===== src/rtl/lock_pkg.sv =====
// Shared door-lock definitions: lock state codes, controller states,
// password constant and default data width.
package lock_pkg;

  localparam int DATA_W_DEF = 4;

  localparam logic [3:0] PASSWORD = 4'b0101;

  localparam logic [2:0] L_IDLE = 3'b000;
  localparam logic [2:0] L_WAIT = 3'b001;
  localparam logic [2:0] L_OK   = 3'b101;
  localparam logic [2:0] L_FAIL = 3'b111;
  localparam logic [2:0] L_DONE = 3'b110;

  typedef logic [3:0] ctrl_state_t;

  localparam ctrl_state_t S_IDLE         = 4'd0;
  localparam ctrl_state_t S_COLLECT_PASS = 4'd1;
  localparam ctrl_state_t S_ARM          = 4'd2;
  localparam ctrl_state_t S_SEND_PASS    = 4'd3;
  localparam ctrl_state_t S_CHECK        = 4'd4;
  localparam ctrl_state_t S_COLLECT_DIR  = 4'd5;
  localparam ctrl_state_t S_SEND_DIR     = 4'd6;
  localparam ctrl_state_t S_WAIT_DONE    = 4'd7;
  localparam ctrl_state_t S_RELEASE      = 4'd8;
  localparam ctrl_state_t S_LOCKOUT      = 4'd9;

endpackage


===== src/rtl/pass_entry_ctrl_if.sv =====
// Keypad inputs and lock handshake between the entry controller
// (master) and its keypad/lock environment (slave).
interface pass_entry_ctrl_if #(
  parameter int DATA_W = 4
);

  logic              key_valid;
  logic [DATA_W-1:0] key_code;
  logic              key_enter;
  logic              key_cancel;
  logic [2:0]        lock_state;
  logic              req;
  logic              confirm;
  logic [DATA_W-1:0] pass_data;

  modport master (
    input  key_valid,
    input  key_code,
    input  key_enter,
    input  key_cancel,
    input  lock_state,
    output req,
    output confirm,
    output pass_data
  );

  modport slave (
    output key_valid,
    output key_code,
    output key_enter,
    output key_cancel,
    output lock_state,
    input  req,
    input  confirm,
    input  pass_data
  );

endinterface


===== src/rtl/cycle_timer.sv =====
// Down-counter: start loads a value, expired is high once it reaches 0.
module cycle_timer #(
  parameter int W = 8
) (
  input  logic         clk,
  input  logic         rst_n,
  input  logic         start,
  input  logic [W-1:0] load_val,
  output logic         expired
);

  logic [W-1:0] cnt_q, cnt_d;

  always_comb begin
    cnt_d = cnt_q;
    if (start) begin
      cnt_d = load_val;
    end else if (cnt_q != '0) begin
      cnt_d = cnt_q - 1'b1;
    end
  end

  always_ff @(posedge clk or negedge rst_n) begin
    if (!rst_n) begin
      cnt_q <= '0;
    end else begin
      cnt_q <= cnt_d;
    end
  end

  assign expired = (cnt_q == '0);

endmodule


===== src/rtl/pass_entry_ctrl.sv =====
// Initiator side of the door-lock password handshake.
// Optional ENTRY_TIMEOUT_EN adds an inactivity timeout in COLLECT states.
module pass_entry_ctrl
  import lock_pkg::*;
#(
  parameter int DATA_W       = DATA_W_DEF,
  parameter int MAX_TRIES    = 3,
  parameter int LOCKOUT_CYC  = 16,
  parameter int RESP_TIMEOUT = 8
`ifdef ENTRY_TIMEOUT_EN
  ,
  parameter int IDLE_TIMEOUT = 64
`endif
) (
  input  logic                clk,
  input  logic                rst,
  pass_entry_ctrl_if.master   bus,
  output logic                busy,
  output logic                locked_out,
  output logic [1:0]          tries_left,
  output logic                grant,
  output logic                deny,
  output logic                err
);

  localparam int T_A = (LOCKOUT_CYC > RESP_TIMEOUT) ?
                       LOCKOUT_CYC : RESP_TIMEOUT;
`ifdef ENTRY_TIMEOUT_EN
  localparam int T_MAX = (IDLE_TIMEOUT > T_A) ? IDLE_TIMEOUT : T_A;
`else
  localparam int T_MAX = T_A;
`endif
  localparam int CNT_W = $clog2(T_MAX + 1);

  localparam logic [CNT_W-1:0] RESP_LD = CNT_W'(RESP_TIMEOUT - 1);
  localparam logic [CNT_W-1:0] LOCK_LD = CNT_W'(LOCKOUT_CYC - 1);
  localparam logic [1:0]       TRIES0  = 2'(MAX_TRIES);

  ctrl_state_t       state_q, state_d;
  logic [DATA_W-1:0] buf_q, buf_d;
  logic [DATA_W-1:0] pd_q, pd_d;
  logic              dir_seen_q, dir_seen_d;
  logic [1:0]        tries_q, tries_d;
  logic              grant_q, grant_d;
  logic              deny_q, deny_d;
  logic              err_q, err_d;

  logic              tmr_start;
  logic [CNT_W-1:0]  tmr_load;
  logic              tmr_exp;

`ifdef ENTRY_TIMEOUT_EN
  localparam logic [CNT_W-1:0] IDLE_LD = CNT_W'(IDLE_TIMEOUT - 1);
  logic strobe;
  assign strobe = bus.key_valid | bus.key_enter | bus.key_cancel;
`endif

  always_comb begin
    state_d    = state_q;
    buf_d      = buf_q;
    pd_d       = pd_q;
    dir_seen_d = dir_seen_q;
    tries_d    = tries_q;
    grant_d    = 1'b0;
    deny_d     = 1'b0;
    err_d      = 1'b0;
    unique case (state_q)
      S_IDLE: begin
        if (bus.key_valid) begin
          buf_d   = bus.key_code;
          state_d = S_COLLECT_PASS;
        end
      end
      S_COLLECT_PASS: begin
        if (bus.key_valid) buf_d = bus.key_code;
        if (bus.key_cancel) state_d = S_IDLE;
        else if (bus.key_enter) state_d = S_ARM;
`ifdef ENTRY_TIMEOUT_EN
        else if (tmr_exp && !strobe) state_d = S_IDLE;
`endif
      end
      S_ARM: begin
        if (bus.lock_state == L_WAIT) begin
          pd_d    = buf_q;
          state_d = S_SEND_PASS;
        end else if (tmr_exp) begin
          err_d   = 1'b1;
          state_d = S_RELEASE;
        end
      end
      S_SEND_PASS: state_d = S_CHECK;
      S_CHECK: begin
        if (bus.lock_state == L_OK) begin
          tries_d    = TRIES0;
          buf_d      = '0;
          dir_seen_d = 1'b0;
          state_d    = S_COLLECT_DIR;
        end else if (bus.lock_state == L_FAIL) begin
          deny_d  = 1'b1;
          tries_d = tries_q - 2'd1;
          state_d = (tries_q == 2'd1) ? S_LOCKOUT : S_RELEASE;
        end else if (tmr_exp) begin
          err_d   = 1'b1;
          state_d = S_RELEASE;
        end
      end
      S_COLLECT_DIR: begin
        if (bus.key_valid) begin
          buf_d      = bus.key_code;
          dir_seen_d = 1'b1;
        end
        if (bus.key_cancel) state_d = S_RELEASE;
        else if (bus.key_enter && (dir_seen_q || bus.key_valid)) begin
          pd_d    = buf_d;
          state_d = S_SEND_DIR;
        end
`ifdef ENTRY_TIMEOUT_EN
        else if (tmr_exp && !strobe) state_d = S_RELEASE;
`endif
      end
      S_SEND_DIR: state_d = S_WAIT_DONE;
      S_WAIT_DONE: begin
        if (bus.lock_state == L_DONE) begin
          grant_d = 1'b1;
          state_d = S_RELEASE;
        end else if (tmr_exp) begin
          err_d   = 1'b1;
          state_d = S_RELEASE;
        end
      end
      S_RELEASE: state_d = S_IDLE;
      S_LOCKOUT: begin
        if (tmr_exp) begin
          tries_d = TRIES0;
          state_d = S_IDLE;
        end
      end
      default: state_d = S_IDLE;
    endcase
    if (state_d == S_IDLE) buf_d = '0;
  end

  // One timer serves every timed state; it reloads on each state change.
  always_comb begin
    tmr_start = (state_d != state_q);
`ifdef ENTRY_TIMEOUT_EN
    if (strobe && (state_q == S_COLLECT_PASS ||
                   state_q == S_COLLECT_DIR)) begin
      tmr_start = 1'b1;
    end
`endif
    tmr_load = '0;
    unique case (1'b1)
      (state_d == S_ARM),
      (state_d == S_CHECK),
      (state_d == S_WAIT_DONE): tmr_load = RESP_LD;
      (state_d == S_LOCKOUT):   tmr_load = LOCK_LD;
`ifdef ENTRY_TIMEOUT_EN
      (state_d == S_COLLECT_PASS),
      (state_d == S_COLLECT_DIR): tmr_load = IDLE_LD;
`endif
      default: tmr_load = '0;
    endcase
  end

  cycle_timer #(
    .W (CNT_W)
  ) u_timer (
    .clk      (clk),
    .rst_n    (rst),
    .start    (tmr_start),
    .load_val (tmr_load),
    .expired  (tmr_exp)
  );

  always_ff @(posedge clk or negedge rst) begin
    if (!rst) begin
      state_q    <= S_IDLE;
      buf_q      <= '0;
      pd_q       <= '0;
      dir_seen_q <= 1'b0;
      tries_q    <= TRIES0;
      grant_q    <= 1'b0;
      deny_q     <= 1'b0;
      err_q      <= 1'b0;
    end else begin
      state_q    <= state_d;
      buf_q      <= buf_d;
      pd_q       <= pd_d;
      dir_seen_q <= dir_seen_d;
      tries_q    <= tries_d;
      grant_q    <= grant_d;
      deny_q     <= deny_d;
      err_q      <= err_d;
    end
  end

  assign bus.req = (state_q == S_ARM) || (state_q == S_SEND_PASS) ||
                   (state_q == S_CHECK) || (state_q == S_COLLECT_DIR) ||
                   (state_q == S_SEND_DIR) || (state_q == S_WAIT_DONE);
  assign bus.confirm   = (state_q == S_SEND_PASS) ||
                         (state_q == S_SEND_DIR);
  assign bus.pass_data = pd_q;
  assign busy          = (state_q != S_IDLE);
  assign locked_out    = (state_q == S_LOCKOUT);
  assign tries_left    = tries_q;
  assign grant         = grant_q;
  assign deny          = deny_q;
  assign err           = err_q;

endmodule


===== src/flat_wrapper.sv =====
// flat-port wrapper written by rule: the top's interface ports become plain ports
module pass_entry_ctrl_flat import lock_pkg::*;
#(
  parameter int DATA_W       = DATA_W_DEF,
  parameter int MAX_TRIES    = 3,
  parameter int LOCKOUT_CYC  = 16,
  parameter int RESP_TIMEOUT = 8

)
  (clk, rst, busy, locked_out, tries_left, grant, deny, err, bus_key_valid, bus_key_code, bus_key_enter, bus_key_cancel, bus_lock_state, bus_req, bus_confirm, bus_pass_data);
  pass_entry_ctrl_if #(.DATA_W(DATA_W)) bus_i ();
  input  logic clk;
  input  logic rst;
  output logic busy;
  output logic locked_out;
  output logic [1:0] tries_left;
  output logic grant;
  output logic deny;
  output logic err;
  input wire logic [$bits(bus_i.key_valid)-1:0] bus_key_valid;
  input wire logic [$bits(bus_i.key_code)-1:0] bus_key_code;
  input wire logic [$bits(bus_i.key_enter)-1:0] bus_key_enter;
  input wire logic [$bits(bus_i.key_cancel)-1:0] bus_key_cancel;
  input wire logic [$bits(bus_i.lock_state)-1:0] bus_lock_state;
  output wire logic [$bits(bus_i.req)-1:0] bus_req;
  output wire logic [$bits(bus_i.confirm)-1:0] bus_confirm;
  output wire logic [$bits(bus_i.pass_data)-1:0] bus_pass_data;
  assign bus_i.key_valid = bus_key_valid;
  assign bus_i.key_code = bus_key_code;
  assign bus_i.key_enter = bus_key_enter;
  assign bus_i.key_cancel = bus_key_cancel;
  assign bus_i.lock_state = bus_lock_state;
  assign bus_req = bus_i.req;
  assign bus_confirm = bus_i.confirm;
  assign bus_pass_data = bus_i.pass_data;
  pass_entry_ctrl #(.DATA_W(DATA_W), .MAX_TRIES(MAX_TRIES), .LOCKOUT_CYC(LOCKOUT_CYC), .RESP_TIMEOUT(RESP_TIMEOUT)) u_core (.clk(clk), .rst(rst), .bus(bus_i), .busy(busy), .locked_out(locked_out), .tries_left(tries_left), .grant(grant), .deny(deny), .err(err));
endmodule

===== config.mk =====
export PLATFORM = sky130hd
export DESIGN_NAME = pass_entry_ctrl_flat
export DESIGN_NICKNAME = d
export VERILOG_FILES = /design/src/rtl/lock_pkg.sv /design/src/rtl/pass_entry_ctrl_if.sv /design/src/rtl/cycle_timer.sv /design/src/rtl/pass_entry_ctrl.sv /design/src/flat_wrapper.sv
export SDC_FILE = /design/constraint.sdc
export NUM_CORES = 1
export LEC_CHECK = 0
export ABC_AREA = 1
export BUFFER_PORTS_ARGS = -buffer_cell sky130_fd_sc_hd__buf_2
export CAP_MARGIN = 40
export CORE_MARGIN = 2
export CORE_UTILIZATION = 45
export CTS_CLUSTER_SIZE = 16
export DETAILED_ROUTE_END_ITERATION = 7
export PLACE_DENSITY = 0.71
export SYNTH_ARGS = -nofsm -noshare
export SYNTH_HDL_FRONTEND = slang
export SYNTH_SLANG_ARGS = --single-unit

===== constraint.sdc =====
create_clock -name clk -period 2.5 [get_ports clk]
set_input_delay 0.25 -clock clk [delete_from_list [all_inputs] [get_ports clk]]
set_output_delay 0.25 -clock clk [all_outputs]
set_load 0.03 [all_outputs]

==> flow_metrics.py, run 1 <==
metrics = {
    "run_status": {
        "status": "complete, no violations",
    },
    "routing": {
        "firstDrtPassIters": 4,
        "route.detailed.drc": 0,
        "route.vias.total": 1686,
        "drtIter0Drc": 108,
        "routed_via_density": 5.14,
        "drt_wl_total_mm": 3.95,
        "ant_nets": 0,
        "wl_per_cell_um": 12.0,
    },
    "placement": {
        "portBuffers": 24,
        "placed_cells": 323,
        "placed_area_um2": 1950,
        "place_ws_ns": 0.396,
        "hpwlAfterDp_mm": 3.12,
        "finalWeightedCongestion": 0.942,
    },
    "critical_path": {
        "worstPathMaxFanout": 11,
        "crit_start": "u_core.state_q[1]",
        "cp.arrival_ns": 2.30,
        "critPathLaunchType": "flip-flop",
        "path_class": "flip-flop to flip-flop",
        "cp-end-kind": "flip-flop",
        "cp_slowest_cell": "dfrtp_1",
        "crit_chain": "inv_1 > nand2_8 > nor2_4 > nand2_4 > inv_2 > nor2_1 > nand2_1 > nor2_2 > nand2_1 > nand2_2 > nand2_4 > inv_2 > o21ai_1 > nand2_1 > inv_1",
        "timing.critical_path.mode_cell": "nand2_1",
        "critPathMaxStageDelay_ns": 0.64,
        "r2r_start": "u_core.state_q[1]",
        "required_ns": 2.67,
    },
    "floorplanning": {
        "core_area_um2": 3740,
        "rows": 22,
        "start_util": 0.481,
        "die_y_um": 67.3,
        "dieArea_um2": 4530,
        "io_pins": 25,
        "die_x_um": 67.3,
    },
    "sta": {
        "rsz0062_at_grt": "no",
        "fin_skew_ns": 0.00836,
        "relSlewSlack": 0.608,
        "slew_viol_final": 0,
        "period_minus_slack_ns": 2.13,
        "worstMarginPinSlew_ns": 0.582,
        "fin_crit_sh": 0.853,
        "setup_ws_ns": 0.367,
        "timing_hold_violations_final": 0,
        "hold_ws_ns": 0.329,
        "finalSetupViolCount": 0,
        "max_freq_mhz": 469,
        "tns_ns": 0,
    },
    "grt": {
        "grt-ovfl-total": 0,
        "grt_usage": 0.197,
        "grt_antenna_before_repair": 0,
        "grt_pass1_vias": 1549,
        "grt_max_degree": 24,
        "grt_pass1_wl_mm": 6.80,
    },
    "yosys": {
        "syn_inst": 255,
        "yosys_warnings": 0,
        "synth-adder-area-share": 0.0208,
        "syn_area_um2": 1800,
        "synth_cell_type_count": 32,
        "synth_compound_area_frac": 0.0854,
        "synth_top_family_by_area": "simple AND/OR/NAND/NOR gates",
        "synth.avg_cell_area_um2": 7.07,
        "synth_fp_nets": 270,
        "synth-seq-cells": 23,
        "synthSimpleGateAreaFrac": 0.451,
        "synthMuxAreaShare": 0.00556,
        "seq_area_frac_synth": 0.321,
        "synth-xor-area-share": 0.0146,
    },
    "hold_path": {
        "min_path_type": "input pin to flip-flop",
        "min_from": "bus_key_valid",
    },
    "cts": {
        "clk_latency_ns": 0.26,
        "cts_resized": 0,
        "clk_pin_slew_ns": 0.09,
        "clockRootBuffer": "clkbuf_8",
        "cts_sinks": 23,
        "htree_levels": 1,
        "cts_max_path_buffers": 2,
        "numCtsBuffers": 3,
        "cts_tree": "yes",
        "cts_setup_buffers": 0,
    },
    "final_layout": {
        "fillers": 377,
        "drive_gt1_frac": 0.257,
        "n_antenna_cell": 0,
        "fin_util": 0.535,
        "nets": 296,
        "final_cells": 328,
        "final_area_um2": 2000,
        "area_growth_pct": 11.2,
    },
    "power_and_ir_drop": {
        "p_leak_nw": 1.13,
        "ir_drop_mv": 0.517,
        "p_total_mw": 2.37,
        "p_per_area_nw_per_um2": 1180,
    },
    "flow_run": {
        "cap_violations": 0,
    },
}
-- power by group --
group	switching (mW)	leakage [nW]	total (mW)	internal, mW
clock network	0.119	0.0255	0.230	0.111
logic	0.985	0.812	1.47	0.484
registers	0.152	0.297	0.675	0.523
-- final cells by class --
class                   count  area [um2]  area share
repair buffers             25         130      0.0649
multi-input cells         190        1040       0.519
clock inverters             1        5.00     0.00250
well taps                  48        60.1      0.0300
inverters                  38         150      0.0749
flip-flops and latches     23         578       0.288
clock buffers               3        41.3      0.0206
-- metal layers --
layer | up-vias | global-route usage | wire length (um) | part of all wire
li1 | 860 | - | - | -
met1 | 770 | 0.267 | 1860 | 0.47
met2 | 54 | 0.335 | 1900 | 0.48
met3 | 2 | 0.0350 | 176 | 0.045
met4 | 0 | 0.0255 | 12 | 0.0030
met5 | - | 0 | 0 | 0
-- state kept, by name, indices dropped and copies added, names as in the netlist --
register,cells
u_core.u_timer.cnt_q,5
u_core.buf_q,4
u_core.bus.pass_data,4
u_core.state_q,4
u_core.tries_left,2
u_core.deny,1
u_core.dir_seen_q,1
u_core.err,1
u_core.grant,1
-- cells in the mapped netlist (all sizes together) --
master,number,share of area
dfrtp,21,0.29
mux2i,1,0.0056
o211ai,1,0.0042
nor3,4,0.011
nand4,3,0.010
a31oi,5,0.017
o2111a,1,0.0062
nor2,49,0.15
xor2,3,0.015
a21oi,5,0.014
dfstp,2,0.029
nand2,71,0.19
o21ai,15,0.044
clkbuf,1,0.0021
nand3,28,0.086
inv,38,0.083
buf,3,0.017
nand3b,1,0.0042
ha,3,0.021
-- timing repair --
| item | 4_1_cts | 5_1_grt |
|---|---|---|
| hold buffers | 1 | 0 |
| endpoints found under the hold margin | 21 | 0 |
| endpoints found under the setup margin | 0 | 0 |
-- path summary, 6_finish.rpt --
kind,to,slack (ns),depth (start not counted)
min in group asynchronous,u_core.deny,0.50,2
max reg2reg,u_core.u_timer.cnt_q[3],0.37,15
max,u_core.u_timer.cnt_q[3],0.37,15
min,u_core.dir_seen_q,0.33,3
min reg2reg,u_core.tries_left[0],0.50,1
max in group asynchronous,u_core.buf_q[1],1.63,2
-- critical path, delay by kind of cell (launching register included) --
| kind | cells | cell delay (ns) |
|---|---|---|
| compound gates | 1 | 0.05 |
| flops | 1 | 0.64 |
| buf+inv | 4 | 0.40 |
| simple gates | 10 | 0.92 |
-- layout by cell type (no fill, tap or decap), drive strengths merged, types with 2 or more instances in the layout --
| cell type | n |
|---|---|
| inv | 38 |
| buf | 24 |
| clkbuf | 3 |
| nor3 | 4 |
| nand2 | 71 |
| dfrtp | 21 |
| o21ai | 15 |
| nand4 | 3 |
| ha | 3 |
| nor2 | 49 |
| a21oi | 5 |
| a31oi | 5 |
| dfstp | 2 |
| xor2 | 3 |
| nand3 | 28 |
-- kinds of logic (layout without fill, tap and decap cells) --
kind of cell / count (synthesis) / after routing
AO/OA/AOI/OAI: 27 / 27
XOR/XNOR: 3 / 3
adder cells (fa/ha/maj): 3 / 3
buffers and inverters: 42 / 67
flip-flops: 23 / 23
multiplexers: 1 / 1
AND/OR/NAND/NOR: 156 / 156
No activity file was read; power rests on OpenSTA's default activity.
==> run 2, diff against run 1 <==
Settings changed: CELL_PAD_IN_SITES_DETAIL_PLACEMENT set to 2, CELL_PAD_IN_SITES_GLOBAL_PLACEMENT set to 2, CORE_UTILIZATION 45 to 32, PLACE_DENSITY 0.71 to 0.85.
==> flow_metrics.py, run 2 (synthesis results as in run 1) <==
metrics = {
    "critical_path": {
        "required_ns": 2.66,
        "r2r_start": "u_core.u_timer.cnt_q[0]",
        "r2r-end": "u_core.u_timer.cnt_q[1]",
        "cp_slowest_cell": "dfrtp_1",
        "critPathLaunchType": "flip-flop",
        "critPathMaxStageDelay_ns": 0.38,
        "worstPathMaxFanout": 9,
        "timing.critical_path.mode_cell": "nand2_1",
        "cp.arrival_ns": 2.42,
        "crit_chain": "inv_1 > ha_1 > inv_1 > nor2_2 > nand2_4 > nand2_2 > nand2_1 > a21oi_1 > nand3_1 > nand2_1 > nand2_2 > nand2_4 > inv_2 > nand2_1 > nand3_2",
        "cp-end-kind": "flip-flop",
        "path_class": "flip-flop to flip-flop",
        "ff2ff_path_depth": 15,
        "rrSetupSlack_ns": 0.24,
    },
    "final_layout": {
        "fillers": 705,
        "fin_util": 0.376,
        "final_common_cell": "nand2_1",
        "largest_reg_flops": 5,
        "nets": 299,
        "n_antenna_cell": 0,
        "drive_gt1_frac": 0.261,
        "layout_common_cells": "nand2_1 (54), inv_1 (33), nor2_1 (33)",
        "regMostFlops": "u_core.u_timer.cnt_q",
        "ff_latch_area_um2": 578,
        "multiInputGateArea_um2": 1040,
        "area_growth_pct": 14.1,
    },
    "cts": {
        "cts_resized": 0,
        "htree_levels": 1,
        "clk_pin_slew_ns": 0.09,
        "cts_setup_buffers": 0,
        "cts_tree": "yes",
        "clockRootBuffer": "clkbuf_8",
        "clk_latency_ns": 0.27,
        "numCtsBuffers": 3,
        "cts_max_path_buffers": 2,
        "cts_sinks": 23,
    },
    "grt": {
        "grt_pass1_vias": 1974,
        "grt_usage": 0.204,
        "grt_pass1_wl_mm": 9.80,
        "grt_antenna_before_repair": 0,
        "grt-ovfl-total": 0,
        "grt_max_degree": 24,
    },
    "placement": {
        "hpwlAfterDp_mm": 4.73,
        "place_ws_ns": 0.279,
        "portBuffers": 24,
        "finalWeightedCongestion": 0.846,
    },
    "power_and_ir_drop": {
        "power_frac_seq": 0.261,
        "p_leak_nw": 1.15,
        "ir_drop_mv": 0.414,
        "clkPwrFrac": 0.096,
        "combPwrFrac": 0.643,
        "p_int_mw": 1.15,
        "switching_power_mw": 1.38,
        "sw_frac_of_total": 0.546,
        "p_per_area_nw_per_um2": 1230,
    },
    "hold_path": {
        "hold_depth": 3,
        "min_from": "bus_key_valid",
        "min_path_type": "input pin to flip-flop",
        "holdPathEnd": "u_core.dir_seen_q",
    },
    "sta": {
        "fin_crit_sh": 0.904,
        "timing_hold_violations_final": 0,
        "tns_ns": 0,
        "max_freq_mhz": 443,
        "rsz0062_at_grt": "no",
        "slew_viol_final": 0,
        "finalSetupViolCount": 0,
        "fin_skew_ns": 0.00143,
        "setup_ws_ns": 0.241,
        "relSlewSlack": 0.600,
        "period_minus_slack_ns": 2.26,
        "worstMarginPinSlew_ns": 0.593,
    },
    "floorplanning": {
        "rows": 27,
        "dieArea_um2": 6250,
        "core_area_um2": 5470,
        "die_y_um": 79.0,
        "io_pins": 25,
        "start_util": 0.329,
        "die_x_um": 79.0,
    },
    "routing": {
        "drtIter0Drc": 58,
        "route.detailed.drc": 0,
        "route.vias.total": 1779,
        "firstDrtPassIters": 4,
        "routed_via_density": 5.01,
        "drt_wl_total_mm": 5.80,
        "ant_nets": 0,
        "wl_per_cell_um": 16.3,
    },
    "run_status": {
        "status": "complete, no violations",
    },
    "flow_run": {
        "cap_violations": 0,
    },
}
run 2: timing repair:
| action | 4_1_cts | 5_1_grt |
|---|---|---|
| hold buffers | 1 | 0 |
| setup endpoints to repair | 0 | 0 |
| hold endpoints to repair | 21 | 0 |
run 2: how the worst max path moves through the flow:
stage	from	end	slack (ns)	cells past startpoint
after global placement	u_core.u_timer.cnt_q[0]	u_core.u_timer.cnt_q[3]	0.46	17
final	u_core.u_timer.cnt_q[0]	u_core.u_timer.cnt_q[1]	0.24	15
after global routing	u_core.u_timer.cnt_q[0]	u_core.u_timer.cnt_q[1]	0.01	16
after floorplan	u_core.u_timer.cnt_q[0]	u_core.u_timer.cnt_q[3]	0.66	17
after CTS	u_core.u_timer.cnt_q[0]	u_core.u_timer.cnt_q[0]	0.24	15
after detailed placement	u_core.u_timer.cnt_q[0]	u_core.u_timer.cnt_q[0]	0.28	15
run 2: power by group through the flow:
stage                     combinational [mW]  clock [mW]  sequential [mW]
after global placement                  1.57           0            0.663
after floorplan                         1.16           0            0.705
final                                   1.63       0.244            0.662
after global routing                    1.82       0.272            0.682
after CTS                               1.66       0.259            0.664
after detailed placement                1.64           0            0.672
run 2: routing by layer:
layer | global-route usage | share of wire | vias up
li1 | - | - | 867
met1 | 0.244 | 0.44 | 881
met5 | 0 | 0 | -
met4 | 0.0328 | 0.0043 | 0
met3 | 0.0330 | 0.029 | 5
met2 | 0.386 | 0.53 | 26
run 2: critical path, delay by kind of cell (launching register included):
family | cells | cell delay [ns]
simple gates | 10 | 1.14
flops | 1 | 0.38
buf+inv | 3 | 0.23
fa+ha+maj | 1 | 0.20
compound gates | 1 | 0.19
run 2: cell type report:
type / count / area share
timing repair buffer: 28 / 0.0743
multi-input combinational: 190 / 0.506
tap: 72 / 0.0438
sequential: 23 / 0.281
clock buffer: 4 / 0.0219
inverter: 38 / 0.0730
run 2: through the flow:
step                      area [um2]  std cells  total power, mW  hold WS, ns
after floorplan                 1800        255             1.87      -0.0456
after global placement          2000        350             2.23        0.273
after detailed placement        2000        350             2.31        0.287
after CTS                       2060        355             2.58        0.330
after global routing            2060        355             2.77        0.354
final                           2060        355             2.54        0.324
